==> src/rtl/audio_playback_ctrl.sv <==
// audio_playback_ctrl: walks the flash audio sample region one word at a time.
// For each word it issues a single read, latches the returned 32-bit word and
// passes it to the two-sample audio FSM with a start/finish handshake. It then
// steps the address forward or backward.
// Build option PLAYBACK_LOOP_EN: when defined, the address wraps at the region
// boundary and playback continues. When undefined, playback stops at the
// boundary and waits for restart.
module audio_playback_ctrl #(
  parameter int                ADDR_W    = 23,
  parameter logic [ADDR_W-1:0] LAST_ADDR = 23'h7FFFF
) (
  input  logic              clk,
  input  logic              reset,
  input  logic              play,
  input  logic              dir,
  input  logic              restart,
  output logic              flash_read,
  input  logic              flash_waitrequest,
  output logic [ADDR_W-1:0] flash_address,
  input  logic              flash_readdatavalid,
  input  logic [31:0]       flash_readdata,
  output logic [31:0]       sample_data,
  output logic              sample_start,
  input  logic              sample_finish,
  output logic              busy,
  output logic              end_flag
);

  typedef enum logic [2:0] {
    S_IDLE      = 3'd0,
    S_REQ       = 3'd1,
    S_WAIT_DATA = 3'd2,
    S_START     = 3'd3,
    S_WAIT_FIN  = 3'd4,
    S_NEXT      = 3'd5
  } state_t;

  state_t            state;
  state_t            state_nxt;
  logic              restart_pend;
  logic              halted;
  logic              restart_eff;
  logic              at_bound;
  logic              stop_at_bound;
  logic [ADDR_W-1:0] start_addr;

  logic [ADDR_W-1:0] addr_nxt;
  logic [31:0]       data_nxt;
  logic              end_nxt;
  logic              pend_nxt;
  logic              halted_nxt;
  logic              read_nxt;
  logic              start_nxt;
  logic              busy_nxt;

  // Neighbouring word address, wrapping at either end of the region.
  function automatic logic [ADDR_W-1:0] step_addr(input logic [ADDR_W-1:0] a,
                                                  input logic              d);
    logic [ADDR_W-1:0] r;
    if (d) r = (a == '0) ? LAST_ADDR : a - ADDR_W'(1);
    else   r = (a == LAST_ADDR) ? '0 : a + ADDR_W'(1);
    return r;
  endfunction

  // A restart pulse seen this cycle counts as well as one parked earlier.
  assign restart_eff = restart | restart_pend;
  assign start_addr  = dir ? LAST_ADDR : '0;
  assign at_bound    = dir ? (flash_address == '0) : (flash_address == LAST_ADDR);

`ifdef PLAYBACK_LOOP_EN
  assign stop_at_bound = 1'b0;
`else
  assign stop_at_bound = at_bound;
`endif

  // State register.
  always_ff @(posedge clk or negedge reset) begin
    if (!reset) state <= S_IDLE;
    else        state <= state_nxt;
  end

  // Next-state logic; play/dir only matter in IDLE and NEXT.
  always_comb begin
    state_nxt = state;
    case (state)
      S_IDLE:      if (play && (!halted || restart_eff)) state_nxt = S_REQ;
      S_REQ:       if (!flash_waitrequest) state_nxt = S_WAIT_DATA;
      S_WAIT_DATA: if (flash_readdatavalid) state_nxt = S_START;
      S_START:     state_nxt = S_WAIT_FIN;
      S_WAIT_FIN:  if (sample_finish) state_nxt = S_NEXT;
      S_NEXT: begin
        if (!restart_eff && stop_at_bound) state_nxt = S_IDLE;
        else if (play)                     state_nxt = S_REQ;
        else                               state_nxt = S_IDLE;
      end
      default:     state_nxt = S_IDLE;
    endcase
  end

  // Output logic: next values of the registered outputs and bookkeeping flags.
  always_comb begin
    addr_nxt   = flash_address;
    data_nxt   = sample_data;
    end_nxt    = 1'b0;
    pend_nxt   = restart_pend | restart;
    halted_nxt = halted;
    read_nxt   = (state_nxt == S_REQ);
    start_nxt  = (state_nxt == S_START);
    busy_nxt   = (state_nxt != S_IDLE);
    case (state)
      S_IDLE: begin
        if (restart_eff) begin
          addr_nxt   = start_addr;
          pend_nxt   = 1'b0;
          halted_nxt = 1'b0;
        end
      end
      S_WAIT_DATA: begin
        if (flash_readdatavalid) data_nxt = flash_readdata;
      end
      S_NEXT: begin
        if (restart_eff) begin
          addr_nxt = start_addr;
          pend_nxt = 1'b0;
        end else if (stop_at_bound) begin
          end_nxt    = 1'b1;
          halted_nxt = 1'b1;
        end else begin
          addr_nxt = step_addr(flash_address, dir);
          end_nxt  = at_bound;
        end
      end
      default: ;
    endcase
  end

  // Output and flag registers.
  always_ff @(posedge clk or negedge reset) begin
    if (!reset) begin
      flash_read    <= 1'b0;
      flash_address <= '0;
      sample_data   <= '0;
      sample_start  <= 1'b0;
      busy          <= 1'b0;
      end_flag      <= 1'b0;
      restart_pend  <= 1'b0;
      halted        <= 1'b0;
    end else begin
      flash_read    <= read_nxt;
      flash_address <= addr_nxt;
      sample_data   <= data_nxt;
      sample_start  <= start_nxt;
      busy          <= busy_nxt;
      end_flag      <= end_nxt;
      restart_pend  <= pend_nxt;
      halted        <= halted_nxt;
    end
  end

endmodule

==> config.mk <==
export PLATFORM = sky130hd
export DESIGN_NAME = audio_playback_ctrl
export DESIGN_NICKNAME = d
export VERILOG_FILES = /design/src/rtl/audio_playback_ctrl.sv
export SDC_FILE = /design/constraint.sdc
export NUM_CORES = 1
export LEC_CHECK = 0
export CAP_MARGIN = 20
export CORE_UTILIZATION = 54
export DETAILED_ROUTE_END_ITERATION = 8
export GPL_TIMING_DRIVEN = 0
export PLACE_DENSITY = 0.86
export SKIP_LAST_GASP = 1
export SLEW_MARGIN = 20
export SYNTH_ARGS = -nofsm -noshare
export SYNTH_HDL_FRONTEND = slang
export SYNTH_SLANG_ARGS = --single-unit
==> constraint.sdc <==
create_clock -name clk -period 4.07 [get_ports clk]
set_input_delay 0.407 -clock clk [delete_from_list [all_inputs] [get_ports clk]]
set_output_delay 0.407 -clock clk [all_outputs]
set_load 0.02 [all_outputs]
==> results of run 1 <==
==> registers in the layout (all words and copies together), names as in the netlist <==
signal and count:
restart_pend 1, flash_address 23, sample_data 32, end_flag 1, state 3, halted 1
sample_start 1, flash_read 1, busy 1
==> cells in the mapped netlist (2+ instances only) <==
cell / instances / share of area [%]
sky130_fd_sc_hd__o21a_1: 2 / 0.37
sky130_fd_sc_hd__o21ai_1: 19 / 2.4
sky130_fd_sc_hd__a22o_1: 3 / 0.66
sky130_fd_sc_hd__ha_1: 3 / 0.94
sky130_fd_sc_hd__buf_2: 10 / 1.2
sky130_fd_sc_hd__a221oi_1: 3 / 0.66
sky130_fd_sc_hd__o31ai_1: 5 / 0.94
sky130_fd_sc_hd__and4_1: 3 / 0.66
sky130_fd_sc_hd__a31oi_1: 7 / 1.1
sky130_fd_sc_hd__a2bb2oi_1: 2 / 0.44
sky130_fd_sc_hd__o21ai_0: 11 / 1.4
sky130_fd_sc_hd__or3_1: 3 / 0.47
sky130_fd_sc_hd__and3_2: 2 / 0.37
sky130_fd_sc_hd__nand3_1: 20 / 2.5
sky130_fd_sc_hd__a211oi_1: 2 / 0.37
sky130_fd_sc_hd__mux2_2: 32 / 9.0
sky130_fd_sc_hd__nor3_1: 15 / 1.9
sky130_fd_sc_hd__nor2b_1: 2 / 0.31
sky130_fd_sc_hd__nand3_4: 2 / 0.87
sky130_fd_sc_hd__buf_8: 3 / 1.1
sky130_fd_sc_hd__xor2_1: 4 / 0.87
sky130_fd_sc_hd__nor4_1: 4 / 0.62
sky130_fd_sc_hd__inv_1: 8 / 0.75
sky130_fd_sc_hd__nor2_1: 36 / 3.4
sky130_fd_sc_hd__o22ai_1: 4 / 0.62
sky130_fd_sc_hd__and2_1: 4 / 0.62
sky130_fd_sc_hd__a21boi_0: 2 / 0.37
sky130_fd_sc_hd__xnor2_1: 10 / 2.2
sky130_fd_sc_hd__nand4_1: 12 / 1.9
sky130_fd_sc_hd__clkbuf_1: 6 / 0.56
sky130_fd_sc_hd__and3_1: 3 / 0.47
sky130_fd_sc_hd__a21oi_1: 19 / 2.4
sky130_fd_sc_hd__dfrtp_1: 64 / 40
sky130_fd_sc_hd__buf_6: 9 / 2.5
sky130_fd_sc_hd__or4_4: 2 / 0.56
sky130_fd_sc_hd__a21o_1: 3 / 0.56
sky130_fd_sc_hd__nand2_1: 33 / 3.1
sky130_fd_sc_hd__a31oi_2: 2 / 0.62
sky130_fd_sc_hd__nor4_2: 3 / 0.94
sky130_fd_sc_hd__nor4_4: 2 / 1.1
sky130_fd_sc_hd__o31a_1: 3 / 0.66
==> per-stage QoR <==
stage          power (W)  utilization (%)  cells  setup slack (ns)  instance area, um^2
2_1_floorplan    0.00252                -    412              1.84                 4010
3_3_place_gp     0.00333             70.8    608             0.485                 5110
3_5_place_dp     0.00341             71.0    609              1.06                 5120
4_1_cts          0.00399             73.8    625              1.43                 5330
5_1_grt          0.00420             73.8    625              1.22                 5330
6_report         0.00400             73.8    625              1.30                 5330
==> cell type report <==
| cell class | instances | area [um^2] | area share, % |
|---|---|---|---|
| buffer | 30 | 246 | 4.63 |
| clock buffer | 9 | 124 | 2.33 |
| clock inverter | 6 | 70.1 | 1.32 |
| inverter | 8 | 30.0 | 0.564 |
| multi-input combinational | 310 | 2130 | 40.0 |
| sequential | 64 | 1600 | 30.1 |
| tap | 99 | 124 | 2.33 |
| timing repair buffer | 99 | 998 | 18.7 |
==> timing repair <==
action	4_1_cts	5_1_grt
hold buffers	1	0
hold endpoints to repair	23	0
buffers inserted	0	0
==> worst paths after layout <==
path | depth (start not counted) | slack (ns) | from | endpoint
max | 6 | 1.30 | restart | flash_address[17]
min | 2 | 0.49 | reset | flash_address[8]
max reg2reg | 6 | 1.36 | flash_address[1] | flash_address[0]
min reg2reg | 1 | 0.52 | sample_data[21] | sample_data[21]
max in group asynchronous | 3 | 3.03 | reset | sample_data[11]
min in group clk | 1 | 0.52 | sample_data[21] | sample_data[21]
==> layer usage <==
layer  vias up  global-route usage (%)  part of all wire [%]
met2       251                    52.3                    49
li1       1750                       -                     -
met5         -                       0                     0
met3        28                    10.3                    10
met1      1900                    37.2                    38
met4         0                    17.7                   2.6
==> worst reg2reg max path, cell delays in order, from the launching register on <==
cell and delay [ns]:
sky130_fd_sc_hd__dfrtp_1 0.54, sky130_fd_sc_hd__ha_1 0.30, sky130_fd_sc_hd__nand3_2 0.16, sky130_fd_sc_hd__nor2_2 0.40, sky130_fd_sc_hd__a31oi_2 0.40, sky130_fd_sc_hd__a31oi_2 0.61
sky130_fd_sc_hd__a22oi_1 0.17
==> power by group <==
| part | leakage (nW) | switching, W | internal [W] | total (W) |
|---|---|---|---|---|
| logic | 1.21 | 0.00121 | 0.00105 | 0.00226 |
| clock network | 0.0879 | 0.000281 | 0.000282 | 0.000563 |
| registers | 0.780 | 0.000255 | 0.000921 | 0.00118 |
==> layout by cell type (no fill, tap or decap), types with 6 or more instances in the layout <==
cell type                          n
sky130_fd_sc_hd__a21oi_1          19
sky130_fd_sc_hd__a31oi_1           7
sky130_fd_sc_hd__buf_2            10
sky130_fd_sc_hd__buf_6             9
sky130_fd_sc_hd__clkbuf_1          6
sky130_fd_sc_hd__clkbuf_8          9
sky130_fd_sc_hd__clkdlybuf4s50_1  96
sky130_fd_sc_hd__dfrtp_1          64
sky130_fd_sc_hd__inv_1             8
sky130_fd_sc_hd__mux2_2           32
sky130_fd_sc_hd__nand2_1          33
sky130_fd_sc_hd__nand3_1          20
sky130_fd_sc_hd__nand4_1          12
sky130_fd_sc_hd__nor2_1           36
sky130_fd_sc_hd__nor3_1           15
sky130_fd_sc_hd__o21ai_0          11
sky130_fd_sc_hd__o21ai_1          19
sky130_fd_sc_hd__xnor2_1          10
==> cells by family after synthesis <==
group	count (synthesis)
AOI/OAI and AO/OA	105
xor gates and xnor gates	14
adders and majority gates	3
buffers and inverters	38
DFF	64
muxes	32
and+or+nand+nor	156
==> implementation parameters, run 1 <==
Parameter                              Value

Status
  Outcome ... finished, final reports clean

Placement
  Post-DP HPWL ... approximately 8500 um
  Final estimated routing congestion in global placement ... 0.925
  Quantity of I/O buffers inserted on ports ... 97

Logic synthesis
  Adder and majority gate portion of the synthesized area ... less than 1%
  Sequential cell area fraction in the yosys report ... 39.9%
  Warnings from Yosys ... 0
  Largest family of logic cells by synthesized area ... simple AND/OR/NAND/NOR gates
  Synthesis-stage register bit count ... 64
  Share of flip-flops with an asynchronous set or reset after synthesis ... 100%
  Multiplexer fraction of the synthesized cell area ... ~9.0%
  Gate count after technology mapping ... about 400
  Post-synthesis cell type count ... between 70 and 80
  Netlist area before placement ... between 0.004 and 0.005 mm^2
  Post-synth EDFFs ... 0
  Simple-Gate Fraction of Synth Area ... between 20% and 30%
  Post-synth top flop ... sky130_fd_sc_hd__dfrtp_1
  Synthesized area divided by synthesized cell count ... around 9.7 um^2
  Post-synthesis net count ... ~460
  Complex-gate fraction of the synthesized area ... 18.2%
  Parity-gate share of the synthesized area counting xor and xnor cells ... approximately 3%

Floorplan
  Initial cell density of the core ... a little under three fifths
  DIE WIDTH ... a little under 90 um
  Area of the core ... 0.00721 mm^2
  Overall die area ... around 0.008 mm^2
  Die Height ... between 80 and 90 um
  IO Pins ... 99
  Std-Cell Rows ... 31

CTS
  Skew-Pair Late Insertion Delay ... 0.35 ns
  Clock root buffer master ... sky130_fd_sc_hd__clkbuf_8
  Cts repair resizes ... 0
  Number of H-tree branching levels ... 3
  CTS tree ... built
  Clock transition time at the flip-flop clock pins of the worst setup and hold paths ... ~0.09 ns
  Number of clock buffers inserted by TritonCTS ... 9
  Number of sinks handled by clock tree synthesis ... between 60 and 70
  Maximum count of clock buffers along a single path ... 2

Timing
  Max Clock Skew ... ~0.014 ns
  Tightest Pin Transition ... roughly 0.79 ns
  Maximum operating frequency ... roughly 0.36 GHz
  Final Cycle Share ... 68.1%
  Unrepaired setup endpoints after global routing ... false
  Min Tclk post-route ... about 2.8 ns
  Final Max Slew Viols ... 0
  Setup violators final ... 0
  Setup TNS after final layout ... 0 ns
  Worst max-slew margin expressed relative to the limit ... between 40% and 50%
  Final hold violation count ... 0
  Hold Worst Slack ... between 0.4 and 0.5 ns

Worst setup path
  Biggest cell delay along the critical path ... around 0.77 ns
  Data required time of the critical path ... 4.33 ns
  Buffer and inverter count on the worst path ... 1
  Arr. time, crit path ... ~3 ns
  Most frequent CP cell ... sky130_fd_sc_hd__a31oi_2
  Type of element launching the critical path ... primary input
  Critical path's top delay family ... compound AO/OA/AOI/OAI gates
  Path type of the worst setup path ... primary input to register
  Endpoint class of the critical path ... register
  Cell-by-cell trace of the critical path ... clkdlybuf4s50_1, nor2_1, nand4_1, a31oi_2, a31oi_2, o31ai_1
  Top fanout value on the critical path ... 10
  Cell with the biggest individual delay on the critical path ... sky130_fd_sc_hd__a31oi_2

Power and ir drop
  Areal power density over the cells ... approximately 750 mW/mm^2
  Max IR drop VDD ... just under 0.5 mV
  Leakage Power ... 2.07 nW

Global route
  Overall overflow remaining after global route ... 0
  Via count of the first global-routing pass ... 3810
  Initial antenna violation count ... 0
  Largest net degree at the start of global routing ... 42
  Overall global routing resource usage ... about a third
  First-pass GRT wire length ... roughly 19000 um

Run
  Count of max-cap constraint violations ... 0

Route
  Antenna-violating nets left ... 0
  Routed length per instance ... ~19 um
  Initial DRC count ... 436
  DRC ... 0
  DR vias/cell ... roughly 6.3
  Total Routed Length ... between 10000 and 15000 um
  1st-pass router iterations ... 5
  Vias post-DR ... 3929

Cells and area
  ANT cells ... 0
  Share of cells above drive strength 1 ... between 10% and 20%
  Number of fill cells in the layout ... 526
  Final layout net count ... about 570
  Layout overhead on the synthesized area ... 32.8%

Hold path
  Type of the worst min-delay path ... primary input to async pin
Power figures use the tool's default switching activity.
==> inputs of run 2 (changes only) <==
--- a/config.mk
+++ b/config.mk
@@ -6,10 +6,10 @@
 export NUM_CORES = 1
 export LEC_CHECK = 0
 export CAP_MARGIN = 20
-export CORE_UTILIZATION = 54
+export CORE_UTILIZATION = 45
 export DETAILED_ROUTE_END_ITERATION = 8
 export GPL_TIMING_DRIVEN = 0
-export PLACE_DENSITY = 0.86
+export PLACE_DENSITY = 0.77
 export SKIP_LAST_GASP = 1
 export SLEW_MARGIN = 20
 export SYNTH_ARGS = -nofsm -noshare
==> constraint.sdc (replaced) <==
create_clock -name clk -period 2.3 [get_ports clk]
set_input_delay 0.23 -clock clk [delete_from_list [all_inputs] [get_ports clk]]
set_output_delay 0.23 -clock clk [all_outputs]
set_load 0.02 [all_outputs]
==> implementation parameters, run 2 (same netlist as run 1, synthesis figures left out) <==
Parameter                              Value

Status
  Outcome ... finished with violations
  Violated checks ... design-rule violations

Route
  DR vias/cell ... roughly 6
  Antenna-violating nets left ... 0
  Initial DRC count ... between 200 and 300
  Vias post-DR ... slightly below 4000
  Routed length per instance ... 18.1 um
  DRC ... 1
  Total Routed Length ... ~12000 um
  1st-pass router iterations ... 7

Cells and area
  Flip-flop count of the largest register, all copies and words added ... 32
  Most common library cell in the layout ignoring fill and taps ... sky130_fd_sc_hd__clkdlybuf4s50_1
  Share of cells above drive strength 1 ... 23.1%
  Final layout net count ... a little under 600
  ANT cells ... 0
  Largest regs ... sample_data (32), flash_address (23), state (3)
  Layout overhead on the synthesized area ... 39.5%
  Most frequent cells in the layout ... sky130_fd_sc_hd__clkdlybuf4s50_1, sky130_fd_sc_hd__dfrtp_1, sky130_fd_sc_hd__nor2_1
  Top register by number of flip-flops ... sample_data

Worst setup path
  Cell with the biggest individual delay on the critical path ... sky130_fd_sc_hd__dfrtp_1
  Arr. time, crit path ... 2.49 ns
  Top fanout value on the critical path ... 8
  Endpoint class of the critical path ... register
  Cell-by-cell trace of the critical path ... clkbuf_4, nor4_4, nand4_4, buf_4, o21ai_1, nor2_1, a21o_1, a22o_1
  Path type of the worst setup path ... register to register
  Biggest cell delay along the critical path ... 0.38 ns
  Data required time of the critical path ... around 2.5 ns
  Type of element launching the critical path ... register

Floorplan
  Std-Cell Rows ... 34
  Overall die area ... ~0.0093 mm^2
  DIE WIDTH ... 96.4 um
  Initial cell density of the core ... between 40% and 50%
  Die Height ... 96.4 um
  Area of the core ... roughly 0.0087 mm^2
  IO Pins ... 99

Timing
  Tightest Pin Transition ... just under 0.6 ns
  Unrepaired setup endpoints after global routing ... true
  Final Max Slew Viols ... 0
  Max Clock Skew ... between 0.008 and 0.009 ns
  Setup violators final ... 0
  Hold Worst Slack ... 0.324 ns
  Min Tclk post-route ... around 2.3 ns
  Final Cycle Share ... 97.9%
  Worst max-slew margin expressed relative to the limit ... between 60% and 70%
  Final hold violation count ... 0
  Maximum operating frequency ... 0.444 GHz

CTS
  CTS tree ... built
  Clock transition time at the flip-flop clock pins of the worst setup and hold paths ... roughly 0.080 ns
  Skew-Pair Late Insertion Delay ... around 0.35 ns
  Number of clock buffers inserted by TritonCTS ... 9
  Clock root buffer master ... sky130_fd_sc_hd__clkbuf_8
  Number of sinks handled by clock tree synthesis ... 64
  Number of H-tree branching levels ... 3
  Maximum count of clock buffers along a single path ... 2

Global route
  Overall overflow remaining after global route ... 0
  Largest net degree at the start of global routing ... 43
  Via count of the first global-routing pass ... about 3800
  Initial antenna violation count ... 0
  First-pass GRT wire length ... 18500 um
  Overall global routing resource usage ... roughly a quarter

Power and ir drop
  Total power consumption of the routed design ... 0.00740 W
  Leakage Power ... around 2.2 nW
  Max IR drop VDD ... 0.966 mV
  Areal power density over the cells ... 1320 mW/mm^2

Hold path
  Type of the worst min-delay path ... primary input to async pin

Placement
  Post-DP HPWL ... between 8000 and 9000 um
  Final estimated routing congestion in global placement ... 0.898
  Quantity of I/O buffers inserted on ports ... 97

Run
  Count of max-cap constraint violations ... 0
## run 2: changes by cell type in the layout (fill, tap and decap cells not counted), sizes merged
cell | before | now
clkinv | 1 | 3
bufinv | 1 | 2
inv | 9 | 8
buf | 26 | 39
clkbuf | 15 | 18
clkinvlp | 3 | 1
## run 2: path summary, 6_finish.rpt
check | startpoint | endpoint | slack (ns) | depth (start not counted)
worst max-delay path | flash_address[15] | flash_address[22] | 0.05 | 8
worst min-delay path | reset | flash_address[11] | 0.32 | 2
worst max register to register | flash_address[15] | flash_address[22] | 0.05 | 8
worst min register to register | sample_data[5] | sample_data[5] | 0.51 | 1
max in group asynchronous | reset | flash_address[1] | 1.43 | 3
min in group clk | dir | flash_address[19] | 0.34 | 4
## run 2: what timing repair did
| item | CTS | global route |
|---|---|---|
| endpoints found under the setup margin | 22 | 20 |
| resized for setup | 11 | 12 |
| hold buffers | 1 | 0 |
| pin swaps | 4 | 8 |
| hold endpoints to repair | 22 | 0 |
| buffers inserted | 6 | 11 |
## run 2: cell type report
cell class                 instances  area (um^2)
timing repair buffer             116         1130
sequential                        64         1610
buffer                            28          255
tap                              108          135
multi-input combinational        310         2220
clock buffer                      10          128
fill                             715         3080
clock inverter                     6         93.8
inverter                           8         30.0
## run 2: through the flow
step	setup WS, ns	cells	util [%]	setup TNS [ns]	area [um^2]
2_1_floorplan	0.0664	412	-	0	4010
3_3_place_gp	-1.17	617	59.0	-80.67	5120
3_5_place_dp	-0.526	618	59.2	-7.26	5130
4_1_cts	0.00916	641	63.1	0	5470
5_1_grt	-0.0496	650	64.5	-0.125	5600
6_report	0.0489	650	64.5	0	5600
## run 2: per-layer routing
| layer | GRT usage [%] | routed length, um |
|---|---|---|
| met3 | 8.69 | 1330 |
| met1 | 31.7 | 4520 |
| met4 | 9.80 | 237 |
| met5 | 0 | 0 |
| met2 | 43.9 | 5690 |
## run 2: where the power goes
part | leakage, nW | switching (W) | total [W] | internal [W]
clock network | 0.107 | 0.000487 | 0.00110 | 0.000616
registers | 0.776 | 0.000442 | 0.00208 | 0.00164
logic | 1.30 | 0.00222 | 0.00421 | 0.00200
## run 2: critical path: cells and delay by family, from the launching register on
| family | cells | cell delay [ns] |
|---|---|---|
| simple gates | 3 | 0.72 |
| compound gates | 3 | 0.66 |
| flops | 1 | 0.38 |
| buf+inv | 2 | 0.38 |
==> inputs of run 3 (changes only) <==
--- a/config.mk
+++ b/config.mk
@@ -7,6 +7,7 @@
 export LEC_CHECK = 0
 export CAP_MARGIN = 20
 export CORE_UTILIZATION = 45
+export CTS_CLUSTER_DIAMETER = 50
 export DETAILED_ROUTE_END_ITERATION = 8
 export GPL_TIMING_DRIVEN = 0
 export PLACE_DENSITY = 0.77
==> results of run 3 <==
Same layout as run 2: the final DEF is identical, and so are final timing and power.
